--- config.mk ---
export PLATFORM = sky130hd
export DESIGN_NAME = nibble_serial_addsub_flat
export DESIGN_NICKNAME = d
export VERILOG_FILES = /design/src/rtl/nibble_serial_addsub_pkg.sv /design/src/rtl/nibble_serial_addsub_if.sv /design/src/rtl/nibble_serial_addsub.sv /design/src/flat_wrapper.sv
export SDC_FILE = /design/constraint.sdc
export NUM_CORES = 1
export LEC_CHECK = 0
export CAP_MARGIN = 5
export CORE_MARGIN = 2
export CORE_UTILIZATION = 45
export CTS_BUF_LIST = sky130_fd_sc_hd__clkbuf_8
export CTS_CLUSTER_DIAMETER = 150
export CTS_CLUSTER_SIZE = 12
export DETAILED_ROUTE_END_ITERATION = 7
export PLACE_DENSITY = 0.75
export SLEW_MARGIN = 0
export SYNTH_ARGS = -nofsm -noshare
export SYNTH_HDL_FRONTEND = slang
export SYNTH_SLANG_ARGS = --single-unit
--- constraint.sdc ---
create_clock -name clk -period 2.1 [get_ports clk]
set_input_delay 0.315 -clock clk [delete_from_list [all_inputs] [get_ports clk]]
set_output_delay 0.315 -clock clk [all_outputs]
set_load 0.03 [all_outputs]
--- src/rtl/nibble_serial_addsub_pkg.sv ---
// Shared types and helpers for the nibble-serial add/subtract controller.
package nsas_pkg;

    typedef enum logic [1:0] {
        IDLE = 2'd0,
        RUN  = 2'd1,
        DONE = 2'd2
    } state_e;

    localparam int NIBBLE_W = 4;

    // The slice inverts b again when cin=1, so pre-inverting by sub^carry
    // makes the slice's effective operand B (add) or ~B (sub) regardless of carry.
    function automatic logic [NIBBLE_W-1:0] encode_b(input logic [NIBBLE_W-1:0] nib,
                                                     input logic sub,
                                                     input logic carry);
        return nib ^ {NIBBLE_W{sub ^ carry}};
    endfunction

endpackage

--- src/rtl/nibble_serial_addsub_if.sv ---
// Request/response bus of nibble_serial_addsub; in_acc exists only with NSAS_ACCUM_EN.
interface nibble_serial_addsub_if #(
    parameter int WIDTH = 16
);
    logic             in_valid;
    logic             in_ready;
    logic [WIDTH-1:0] in_a;
    logic [WIDTH-1:0] in_b;
    logic             in_sub;
`ifdef NSAS_ACCUM_EN
    logic             in_acc;
`endif
    logic             out_valid;
    logic             out_ready;
    logic [WIDTH-1:0] out_sum;
    logic             out_cout;
    logic             out_ovf;
    logic             out_zero;

    modport master (
`ifdef NSAS_ACCUM_EN
        output in_acc,
`endif
        output in_valid, in_a, in_b, in_sub, out_ready,
        input  in_ready, out_valid, out_sum, out_cout, out_ovf, out_zero
    );

    modport slave (
`ifdef NSAS_ACCUM_EN
        input  in_acc,
`endif
        input  in_valid, in_a, in_b, in_sub, out_ready,
        output in_ready, out_valid, out_sum, out_cout, out_ovf, out_zero
    );

endinterface

--- src/rtl/nibble_serial_addsub.sv ---
// WIDTH-bit add/subtract computed one nibble per cycle through an external 4-bit slice.
// Define NSAS_ACCUM_EN to allow operand A to be taken from the previous result.
module nibble_serial_addsub
    import nsas_pkg::*;
#(
    parameter int WIDTH = 16
) (
    input  logic                clk,
    input  logic                rst_n,
    nibble_serial_addsub_if.slave bus,
    output logic [NIBBLE_W-1:0] slice_a,
    output logic [NIBBLE_W-1:0] slice_b,
    output logic                slice_cin,
    input  logic [NIBBLE_W-1:0] slice_s,
    input  logic                slice_cout,
    input  logic                slice_c3
);

    localparam int NIB   = WIDTH / NIBBLE_W;
    localparam int IDX_W = (NIB > 1) ? $clog2(NIB) : 1;

    state_e             state_q, state_d;
    logic [WIDTH-1:0]   a_q, a_d;
    logic [WIDTH-1:0]   b_q, b_d;
    logic               sub_q, sub_d;
    logic               carry_q, carry_d;
    logic [IDX_W-1:0]   idx_q, idx_d;
    logic [WIDTH-1:0]   sum_q, sum_d;
    logic               cout_q, cout_d;
    logic               ovf_q, ovf_d;
    logic               zero_q, zero_d;
    logic               valid_q, valid_d;
    logic [WIDTH-1:0]   res;
    logic               last;

    assign last = (idx_q == IDX_W'(NIB - 1));

    // NOTE: every variable gets its hold value first so no path leaves it unassigned (no latches).
    always_comb begin
        state_d = state_q;
        a_d     = a_q;
        b_d     = b_q;
        sub_d   = sub_q;
        carry_d = carry_q;
        idx_d   = idx_q;
        sum_d   = sum_q;
        cout_d  = cout_q;
        ovf_d   = ovf_q;
        zero_d  = zero_q;
        valid_d = valid_q;
        res     = sum_q;
        res[NIBBLE_W*idx_q +: NIBBLE_W] = slice_s;

        case (state_q)
            IDLE: begin
                if (bus.in_valid) begin
                    a_d = bus.in_a;
`ifdef NSAS_ACCUM_EN
                    if (bus.in_acc) a_d = sum_q;
`endif
                    b_d     = bus.in_b;
                    sub_d   = bus.in_sub;
                    carry_d = bus.in_sub;
                    idx_d   = '0;
                    state_d = RUN;
                end
            end
            RUN: begin
                sum_d   = res;
                carry_d = slice_cout;
                idx_d   = idx_q + IDX_W'(1);
                if (last) begin
                    cout_d  = slice_cout;
                    ovf_d   = slice_cout ^ slice_c3;
                    zero_d  = (res == '0);
                    valid_d = 1'b1;
                    idx_d   = '0;
                    state_d = DONE;
                end
            end
            DONE: begin
                if (bus.out_ready) begin
                    valid_d = 1'b0;
                    state_d = IDLE;
                end
            end
            default: state_d = IDLE;
        endcase
    end

    // NOTE: state registers use non-blocking assignments so all flops update together at the edge.
    always_ff @(posedge clk or negedge rst_n) begin
        if (!rst_n) begin
            state_q <= IDLE;
            a_q     <= '0;
            b_q     <= '0;
            sub_q   <= 1'b0;
            carry_q <= 1'b0;
            idx_q   <= '0;
            sum_q   <= '0;
            cout_q  <= 1'b0;
            ovf_q   <= 1'b0;
            zero_q  <= 1'b0;
            valid_q <= 1'b0;
        end else begin
            state_q <= state_d;
            a_q     <= a_d;
            b_q     <= b_d;
            sub_q   <= sub_d;
            carry_q <= carry_d;
            idx_q   <= idx_d;
            sum_q   <= sum_d;
            cout_q  <= cout_d;
            ovf_q   <= ovf_d;
            zero_q  <= zero_d;
            valid_q <= valid_d;
        end
    end

    // Slice inputs come only from registers and are parked at zero outside RUN.
    always_comb begin
        slice_a   = '0;
        slice_b   = '0;
        slice_cin = 1'b0;
        if (state_q == RUN) begin
            slice_a   = a_q[NIBBLE_W*idx_q +: NIBBLE_W];
            slice_b   = encode_b(b_q[NIBBLE_W*idx_q +: NIBBLE_W], sub_q, carry_q);
            slice_cin = carry_q;
        end
    end

    assign bus.in_ready  = (state_q == IDLE);
    assign bus.out_valid = valid_q;
    assign bus.out_sum   = sum_q;
    assign bus.out_cout  = cout_q;
    assign bus.out_ovf   = ovf_q;
    assign bus.out_zero  = zero_q;

endmodule
--- src/flat_wrapper.sv ---
// flat-port wrapper written by rule: the top's interface ports become plain ports
module nibble_serial_addsub_flat import nsas_pkg::*;
#(
    parameter int WIDTH = 16
)
  (clk, rst_n, slice_a, slice_b, slice_cin, slice_s, slice_cout, slice_c3, bus_in_valid, bus_in_a, bus_in_b, bus_in_sub, bus_out_ready, bus_in_ready, bus_out_valid, bus_out_sum, bus_out_cout, bus_out_ovf, bus_out_zero);
  nibble_serial_addsub_if #(.WIDTH(WIDTH)) bus_i ();
  input  logic clk;
  input  logic rst_n;
  output logic [NIBBLE_W-1:0] slice_a;
  output logic [NIBBLE_W-1:0] slice_b;
  output logic slice_cin;
  input  logic [NIBBLE_W-1:0] slice_s;
  input  logic slice_cout;
  input  logic slice_c3;
  input wire logic [$bits(bus_i.in_valid)-1:0] bus_in_valid;
  input wire logic [$bits(bus_i.in_a)-1:0] bus_in_a;
  input wire logic [$bits(bus_i.in_b)-1:0] bus_in_b;
  input wire logic [$bits(bus_i.in_sub)-1:0] bus_in_sub;
  input wire logic [$bits(bus_i.out_ready)-1:0] bus_out_ready;
  output wire logic [$bits(bus_i.in_ready)-1:0] bus_in_ready;
  output wire logic [$bits(bus_i.out_valid)-1:0] bus_out_valid;
  output wire logic [$bits(bus_i.out_sum)-1:0] bus_out_sum;
  output wire logic [$bits(bus_i.out_cout)-1:0] bus_out_cout;
  output wire logic [$bits(bus_i.out_ovf)-1:0] bus_out_ovf;
  output wire logic [$bits(bus_i.out_zero)-1:0] bus_out_zero;
  assign bus_i.in_valid = bus_in_valid;
  assign bus_i.in_a = bus_in_a;
  assign bus_i.in_b = bus_in_b;
  assign bus_i.in_sub = bus_in_sub;
  assign bus_i.out_ready = bus_out_ready;
  assign bus_in_ready = bus_i.in_ready;
  assign bus_out_valid = bus_i.out_valid;
  assign bus_out_sum = bus_i.out_sum;
  assign bus_out_cout = bus_i.out_cout;
  assign bus_out_ovf = bus_i.out_ovf;
  assign bus_out_zero = bus_i.out_zero;
  nibble_serial_addsub #(.WIDTH(WIDTH)) u_core (.clk(clk), .rst_n(rst_n), .bus(bus_i), .slice_a(slice_a), .slice_b(slice_b), .slice_cin(slice_cin), .slice_s(slice_s), .slice_cout(slice_cout), .slice_c3(slice_c3));
endmodule
==> metrics.log, run 1 <==
[metrics] clock edge transition at the registers on the reported setup and hold paths: around 0.070 ns
[metrics] dpl ws: between 0.15 and 0.2 ns
[metrics] pin count of the biggest net entering global routing: 57
[metrics] global route total overflow: 0
[metrics] minimum clock period: 2.117 ns
[metrics] total number of nets in the final design: 424
[metrics] DRC Markers: 0
[metrics] largest buffer count on any clock path: 2
[metrics] leakage: about 1.8 nW
[metrics] effective utilization at floorplan: 0.4639
[metrics] count of state elements after synthesis: between 50 and 60
[metrics] final setup margin: -0.01744 ns
[metrics] I/O pins: between 70 and 80
[metrics] number of vias per cell: between 5 and 6
[metrics] Total Wirelength: slightly above 6000 microns
[metrics] Root Buffer: clkbuf_8
[metrics] class of the most critical hold timing path: primary input to asynchronous set/reset pin
[metrics] violations in the final reports: setup timing
[metrics] Tightest Pin Transition: 0.5031 ns
[metrics] CTS H-Tree Depth: 3
[metrics] worst IR drop on VDD: approximately 0.00094 V
[metrics] share of the synthesized area in the top cell type: 0.5285
[metrics] TritonCTS buffer count: 9
[metrics] category of the most critical setup path: register to output port
[metrics] unrepaired setup endpoints after global routing: true
[metrics] height of the chip: roughly 80 microns
[metrics] antenna violations before repair: 0
[metrics] Hold Vio Cnt, Final: 0
[metrics] endpoint of the worst register-to-register path: u_core.bus.out_zero$_DFFE_PN0P_
[metrics] die area: around 0.0067 sq mm
[metrics] half-perimeter wire length of the detailed placement result: 4272 microns
[metrics] Area Growth Syn to Fin: 40.36%
[metrics] share of layout cells above drive strength 1: 0.1579
[metrics] cell types with the highest counts after synthesis: 129 x nand2_1, 58 x dfrtp_1, 18 x o21ai_0, 10 x nor2_1, 8 x mux4_2
[metrics] Iter 0 DRT Violations: around 120
[metrics] reg-to-reg critical path startpoint: u_core.idx_q[0]$_DFFE_PN0P_
[metrics] data required time at the worst endpoint: about 1.8 ns
[metrics] EDFF count, synth: 0
[metrics] wire length of the first global-routing pass: 10320 microns
[metrics] remaining antenna violation count after routing: 0
[metrics] Vias: 2325
[metrics] Netlist cell types: 33
[metrics] remaining max-slew budget at the tightest pin: 0.6638
[metrics] clock insertion delay at the later pin of the skew report: between 0.3 and 0.4 ns
[metrics] global placement routability congestion: ~0.86
[metrics] met2 Use GR: 0.3252
[metrics] Post-synth top flop: dfrtp_1
[metrics] layer with the highest usage: met2
[metrics] number of global-route vias before repair: roughly 2300
[metrics] post-synthesis instance area: about 0.0027 sq mm
[metrics] number of cells on the worst reg-to-reg path: 8
[metrics] total design power: between 6 and 7 mW
[metrics] Die X-Extent: 82.12 microns
[metrics] clock net sink count: 58
[metrics] floorplan core area: 0.005921 sq mm
[metrics] areal power density over the cells: 1694 mW/mm^2
[metrics] CP Launch Point: u_core.idx_q[0]$_DFFE_PN0P_
[metrics] synthesized instance count: 290
[metrics] placed inst area: about 0.0036 sq mm
[metrics] data arrival at the endpoint of the critical path: about 1.8 ns
[metrics] worst clock skew on the final layout: between 0.009 and 0.01 ns
[metrics] final-report max-slew violation count: 0
[metrics] top-count cell post-synth: nand2_1
[metrics] period utilisation layout: 1.008
[metrics] yosys warns: 0
[metrics] TritonCTS clock tree: built
[metrics] Async S/R FF share, synth: 1.000
[metrics] syn nets: ~340
[metrics] cell types with the largest area share after synthesis: dfrtp_1 53%, nand2_1 18%, mux4_2 6.6%
[metrics] overall global routing resource usage: 0.2022
[metrics] number of rows in the core area: 28
[metrics] element type at the critical path end: output port
[metrics] global-route track usage on met3: 0.04457
[metrics] Crit Path Max Fanout: 7
[metrics] router iterations before antenna repair: 4
[metrics] number of diodes: 0
[metrics] Peak Freq: 472.3 MHz
[metrics] wire length per cell: 13.44 microns
[metrics] Mean Syn Cell Area: roughly 9.5 sq um
[metrics] cell taking the most area after synthesis: dfrtp_1
[metrics] startpoint type of the worst setup path: register
[metrics] proportion of synthesized chip area in sequential cells: 0.5285
[metrics] Setup Viol. Count Final: 2
[metrics] total non-filler cell area in the finished layout: 0.003855 sq mm
[metrics] met1 Resource Use GR: 0.2704
[metrics] port bufs: approximately 70
[metrics] maxcap violations: 0
[metrics] R2R setup slack: 0.12 ns
[metrics] result of the run: finished, violations left
-- worst max-delay path: stages, from the launching register on --
cell and delay (ns):
dfrtp_2 0.39, buf_12 0.13, mux4_2 0.50, xnor2_1 0.14, nor2_1 0.12, buf_4 0.18
-- area by class of cell --
type	count	area (sq um)
Inverter	3	11.26
Sequential cell	58	1453
Tap cell	75	93.84
Fill cell	482	2066
Clock inverter	6	66.31
Timing Repair Buffer	87	860.8
Multi-Input combinational cell	216	1232
Clock buffer	10	137.6
-- power breakdown --
group / total (mW) / internal [mW] / switching, mW
Sequential: 1.91 / 1.61 / 0.300
Clock: 1.04 / 0.579 / 0.458
Combinational: 3.58 / 1.60 / 1.98
-- cell usage in the layout, fill, tap and decap left out, drive strengths merged, types with 2 or more instances in the layout --
master         instances
nand2                129
clkdlybuf4s50         62
dfrtp                 58
buf                   24
o21ai                 19
nor2                  11
clkbuf                10
mux4                   8
ha                     6
and2                   6
xnor2                  5
nand3                  5
a32o                   5
nor4                   4
inv                    3
a21oi                  3
clkinvlp               3
nor2b                  2
o31ai                  2
clkinv                 2
-- layer usage --
layer	routed length [microns]	up-vias	part of all wire
met5	0	-	0
met4	92	0	0.015
met3	338	11	0.055
met2	2925	80	0.48
met1	2756	1103	0.45
li1	-	1131	-
-- through the flow --
stage                     utilization  std cells  hold slack, ns   TNS, ns
after floorplan                     -        290         0.01941         0
after global placement         0.5997        433          0.1245         0
after detailed placement       0.5997        433          0.1281         0
after CTS                      0.6439        454          0.3038  -0.06208
after global routing           0.6511        455          0.3178   -0.2843
final                          0.6511        455          0.3082  -0.03289
-- cells by family (layout without fill, tap and decap cells) --
group           count (synthesis)  after routing  share of synthesized area
flops                          58             58                     0.5285
fa+ha+maj                       6              6                    0.02733
buf+inv                        16            106                    0.03143
compound gates                 34             34                    0.08110
xor+xnor                        6              6                    0.01913
mux                             9              9                    0.06970
simple gates                  161            161                     0.2428
-- sequential cells by signal, indices dropped and copies added (netlist names) --
name and cells:
u_core.b_q 16, u_core.bus.out_valid 1, u_core.idx_q 2, u_core.bus.out_cout 1
u_core.bus.out_zero 1, u_core.bus.out_ovf 1, u_core.carry_q 1, u_core.a_q 16
u_core.state_q 2, u_core.sub_q 1, u_core.bus.out_sum 16
-- how the worst max path moves through the flow --
| stage | slack (ns) | depth (start not counted) | to |
|---|---|---|---|
| floorplan | 0.07 | 7 | u_core.bus.out_zero$_DFFE_PN0P_ |
| global placement | 0.23 | 7 | u_core.bus.out_zero$_DFFE_PN0P_ |
| detailed placement | 0.16 | 7 | u_core.bus.out_zero$_DFFE_PN0P_ |
| CTS | -0.03 | 5 | slice_b[1] |
| global route | -0.11 | 5 | slice_b[1] |
| finish | -0.02 | 5 | slice_b[2] |
-- what timing repair did --
item | in CTS | in global routing
pin swaps | 1 | 0
hold buffers | 1 | 0
endpoints found under the setup margin | 7 | 8
setup buffers | 4 | 1
gates resized for setup | 2 | 9
gates cloned | 0 | 0
endpoints found under the hold margin | 2 | 0
(Power assumes the default switching activity.)
==> inputs of run 2 (changes only) <==
--- a/config.mk
+++ b/config.mk
@@ -5,9 +5,10 @@
 export SDC_FILE = /design/constraint.sdc
 export NUM_CORES = 1
 export LEC_CHECK = 0
+export ABC_AREA = 1
 export CAP_MARGIN = 5
 export CORE_MARGIN = 2
-export CORE_UTILIZATION = 45
+export CORE_UTILIZATION = 46
 export CTS_BUF_LIST = sky130_fd_sc_hd__clkbuf_8
 export CTS_CLUSTER_DIAMETER = 150
 export CTS_CLUSTER_SIZE = 12
==> run 2 against run 1 <==
The run still ends with setup timing left. Hold slack improved by 0.17 ns. Combinational power grew 12%. Die area increased by 6.3%. Area after synthesis is 9.0% higher. First-iteration DRC count decreased by 6.0%. Critical path depth rose by 1. Clock power hardly changed. Fmax decreased by 1.7%. Clock skew down 0.0054 ns.
==> metrics.log, run 2 <==
[metrics] result of the run: finished, violations left
[metrics] violations in the final reports: setup timing
[metrics] count of state elements after synthesis: slightly below 60
[metrics] number of filler cells placed in the layout: ~580
[metrics] commonest non-fill, non-tap cells in the layout: 166 x nand2_1, 63 x clkdlybuf4s50_1, 59 x nor2_1
[metrics] Setup Viol. Count Final: 1
[metrics] Root Buffer: clkbuf_8
[metrics] Placed Cells incl. Taps: 542
[metrics] top-count cell post-synth: nand2_1
[metrics] Area Growth Syn to Fin: 33.82%
[metrics] crit-path most repeated cell: buf_4
[metrics] number of global-route vias before repair: 2632
[metrics] Die X-Extent: ~85 microns
[metrics] total design power: 7.076 mW
[metrics] yosys warns: 0
[metrics] wire length of the first global-routing pass: 11980 microns
[metrics] startpoint type of the worst setup path: register
[metrics] reg-to-reg critical path startpoint: u_core.idx_q[0]$_DFFE_PN0P_
[metrics] Iter 0 DRT Violations: between 100 and 150
[metrics] compound-cell area share of the yosys netlist: 0.09950
[metrics] XOR/XNOR share of the synthesized area: 0.005853
[metrics] DRC Markers: 0
[metrics] floorplan core area: between 0.006 and 0.007 sq mm
[metrics] wire length per cell: 12.77 microns
[metrics] port bufs: 72
[metrics] dpl ws: 0.3918 ns
[metrics] worst clock skew on the final layout: between 0.004 and 0.005 ns
[metrics] Mean Syn Cell Area: approximately 7.5 sq um
[metrics] largest buffer count on any clock path: 2
[metrics] final instance count without filler cells: 560
[metrics] proportion of synthesized chip area in sequential cells: 0.4849
[metrics] Vias: ~2800
[metrics] period utilisation layout: 1.026
[metrics] leakage: 1.983 nW
[metrics] Seq. cell area: about 0.0015 sq mm
[metrics] unrepaired setup endpoints after global routing: true
[metrics] synthesized instance count: ~400
[metrics] Crit Path Max Fanout: 24
[metrics] pin count of the biggest net entering global routing: 36
[metrics] class of the most critical hold timing path: register to register
[metrics] post-synthesis instance area: around 0.003 sq mm
[metrics] Tightest Pin Transition: between 0.5 and 0.6 ns
[metrics] global placement routability congestion: between 0.8 and 0.9
[metrics] Layout Utilization: 0.6344
[metrics] TritonCTS clock tree: built
[metrics] data required time at the worst endpoint: roughly 1.8 ns
[metrics] remaining antenna violation count after routing: 0
[metrics] cell family with the largest share of critical-path delay: compound AO/OA/AOI/OAI gates
[metrics] share of the synthesized area in the top cell type: 0.4849
[metrics] cell chain of the critical path: buf_12 -> o21ai_0 -> o22ai_1 -> buf_4 -> a21oi_1 -> buf_4
[metrics] final setup margin: -0.05418 ns
[metrics] number of diodes: 0
[metrics] cell types with the highest counts after synthesis: 166 x nand2_1, 59 x nor2_1, 58 x dfrtp_1, 25 x o21ai_0, 15 x inv_1
[metrics] cell types with the largest area share after synthesis: dfrtp_1 48%, nand2_1 21%, nor2_1 7.4%
[metrics] half-perimeter wire length of the detailed placement result: about 5200 microns
[metrics] Hold Vio Cnt, Final: 0
[metrics] Async S/R FF share, synth: 1.000
[metrics] mux cell area share after synthesis: 0
[metrics] remaining max-slew budget at the tightest pin: 0.6215
[metrics] clock net sink count: 58
[metrics] number of vias per cell: about 5
[metrics] Post-synth top flop: dfrtp_1
[metrics] clock insertion delay at the later pin of the skew report: ~0.34 ns
[metrics] minimum clock period: 2.154 ns
[metrics] number of rows in the core area: 29
[metrics] Netlist cell types: 25
[metrics] final-report max-slew violation count: 0
[metrics] cell taking the most area after synthesis: dfrtp_1
[metrics] leading cell type in the layout, fill and taps excluded: nand2_1
[metrics] TritonCTS buffer count: 9
[metrics] final worst hold slack: 0.4760 ns
[metrics] height of the chip: between 80 and 90 microns
[metrics] CP Launch Point: u_core.idx_q[0]$_DFFE_PN0P_
[metrics] I/O pins: 73
[metrics] areal power density over the cells: between 1500 and 2000 mW/mm^2
[metrics] global route total overflow: 0
[metrics] overall global routing resource usage: 0.2097
[metrics] total number of nets in the final design: between 500 and 600
[metrics] critical path's slowest cell: dfrtp_1
[metrics] clock edge transition at the registers on the reported setup and hold paths: 0.07 ns
[metrics] adder-cell share of the synthesized area: 0.02508
[metrics] Peak Freq: between 400 and 500 MHz
[metrics] data arrival at the endpoint of the critical path: 1.84 ns
[metrics] Total Wirelength: about 7000 microns
[metrics] launch instance of the worst min-delay path: u_core.bus.out_valid$_DFFE_PN0P_
[metrics] syn nets: 448
[metrics] element type at the critical path end: output port
[metrics] share of synthesized cell area in and, or, nand and nor gates: 0.3211
[metrics] category of the most critical setup path: register to output port
[metrics] router iterations before antenna repair: 4
[metrics] maxcap violations: 0
[metrics] main combinational cell family by area after synthesis: simple AND/OR/NAND/NOR gates
[metrics] effective utilization at floorplan: 0.4740
[metrics] share of layout cells above drive strength 1: 0.1014
[metrics] EDFF count, synth: 0
[metrics] CTS H-Tree Depth: 3
[metrics] area of the multi-input gates: around 0.0014 sq mm
[metrics] Bufs and invs on worst path: 3
[metrics] die area: 0.007167 sq mm
[metrics] antenna violations before repair: 0
[metrics] worst IR drop on VDD: 0.0009540 V
[metrics] critical path's largest stage delay: 0.41 ns
## run 2: worst paths after layout
check | endpoint | slack, ns | cells after the start
hold / removal | u_core.bus.out_valid$_DFFE_PN0P_ | 0.48 | 2
hold reg to reg | u_core.bus.out_valid$_DFFE_PN0P_ | 0.48 | 2
setup reg to reg | u_core.bus.out_zero$_DFFE_PN0P_ | 0.35 | 12
max in group asynchronous | u_core.b_q[6]$_DFFE_PN0P_ | 1.03 | 3
min in group asynchronous | u_core.bus.out_sum[15]$_DFFE_PN0P_ | 0.49 | 2
setup / recovery | slice_b[1] | -0.05 | 6
## run 2: cell type report
type	count	area share
Timing Repair Buffer	83	0.2052
Tap cell	77	0.02405
Multi-Input combinational cell	304	0.3393
Clock inverter	7	0.01749
Inverter	22	0.02062
Sequential cell	58	0.3624
Clock buffer	9	0.03093
## run 2: cells by family (layout without fill, tap and decap cells)
logic type                 count (synthesis)  after routing
and+or+nand+nor                          242            242
AOI/OAI and AO/OA                         54             54
buffers and inverters                     37            121
adders and majority gates                  6              6
xor gates and xnor gates                   2              2
DFF                                       58             58
## run 2: timing repair
action	CTS	global route
hold buffers	1	0
pin swaps	0	1
resized for setup	1	4
hold endpoints to repair	23	0
setup endpoints to repair	1	4
setup buffers	0	1
## run 2: worst reg2reg max path, stage by stage (launching register included)
cell and delay [ns]:
dfrtp_1 0.40, inv_2 0.11, buf_4 0.20, ha_1 0.24, nand2_1 0.08, inv_1 0.07, nand3_1 0.11, nand2_1 0.06
nor2_1 0.15, nand2_1 0.07, nor2_1 0.10, nand2_1 0.05, nand2_1 0.05
## run 2: report_power, final
group	internal (mW)	leakage, nW	switching [mW]	total (mW)
Clock	0.544	0.0990	0.474	1.02
Combinational	1.51	1.18	2.51	4.02
Sequential	1.67	0.704	0.365	2.03
Total	3.73	1.98	3.35	7.08
## run 2: routing by layer
layer / up-vias / global-route usage / share of wire
met5: - / 0 / 0
met4: 0 / 0.06494 / 0.014
met3: 12 / 0.04916 / 0.054
met2: 93 / 0.3500 / 0.49
met1: 1254 / 0.2716 / 0.44
li1: 1420 / - / -
## run 2: through the flow
stage / instance area [sq um] / TNS [ns]
2_1_floorplan: 2993 / 0
3_3_place_gp: 3770 / 0
3_5_place_dp: 3770 / 0
4_1_cts: 3978 / 0
5_1_grt: 4005 / -0.1299
6_report: 4005 / -0.05418
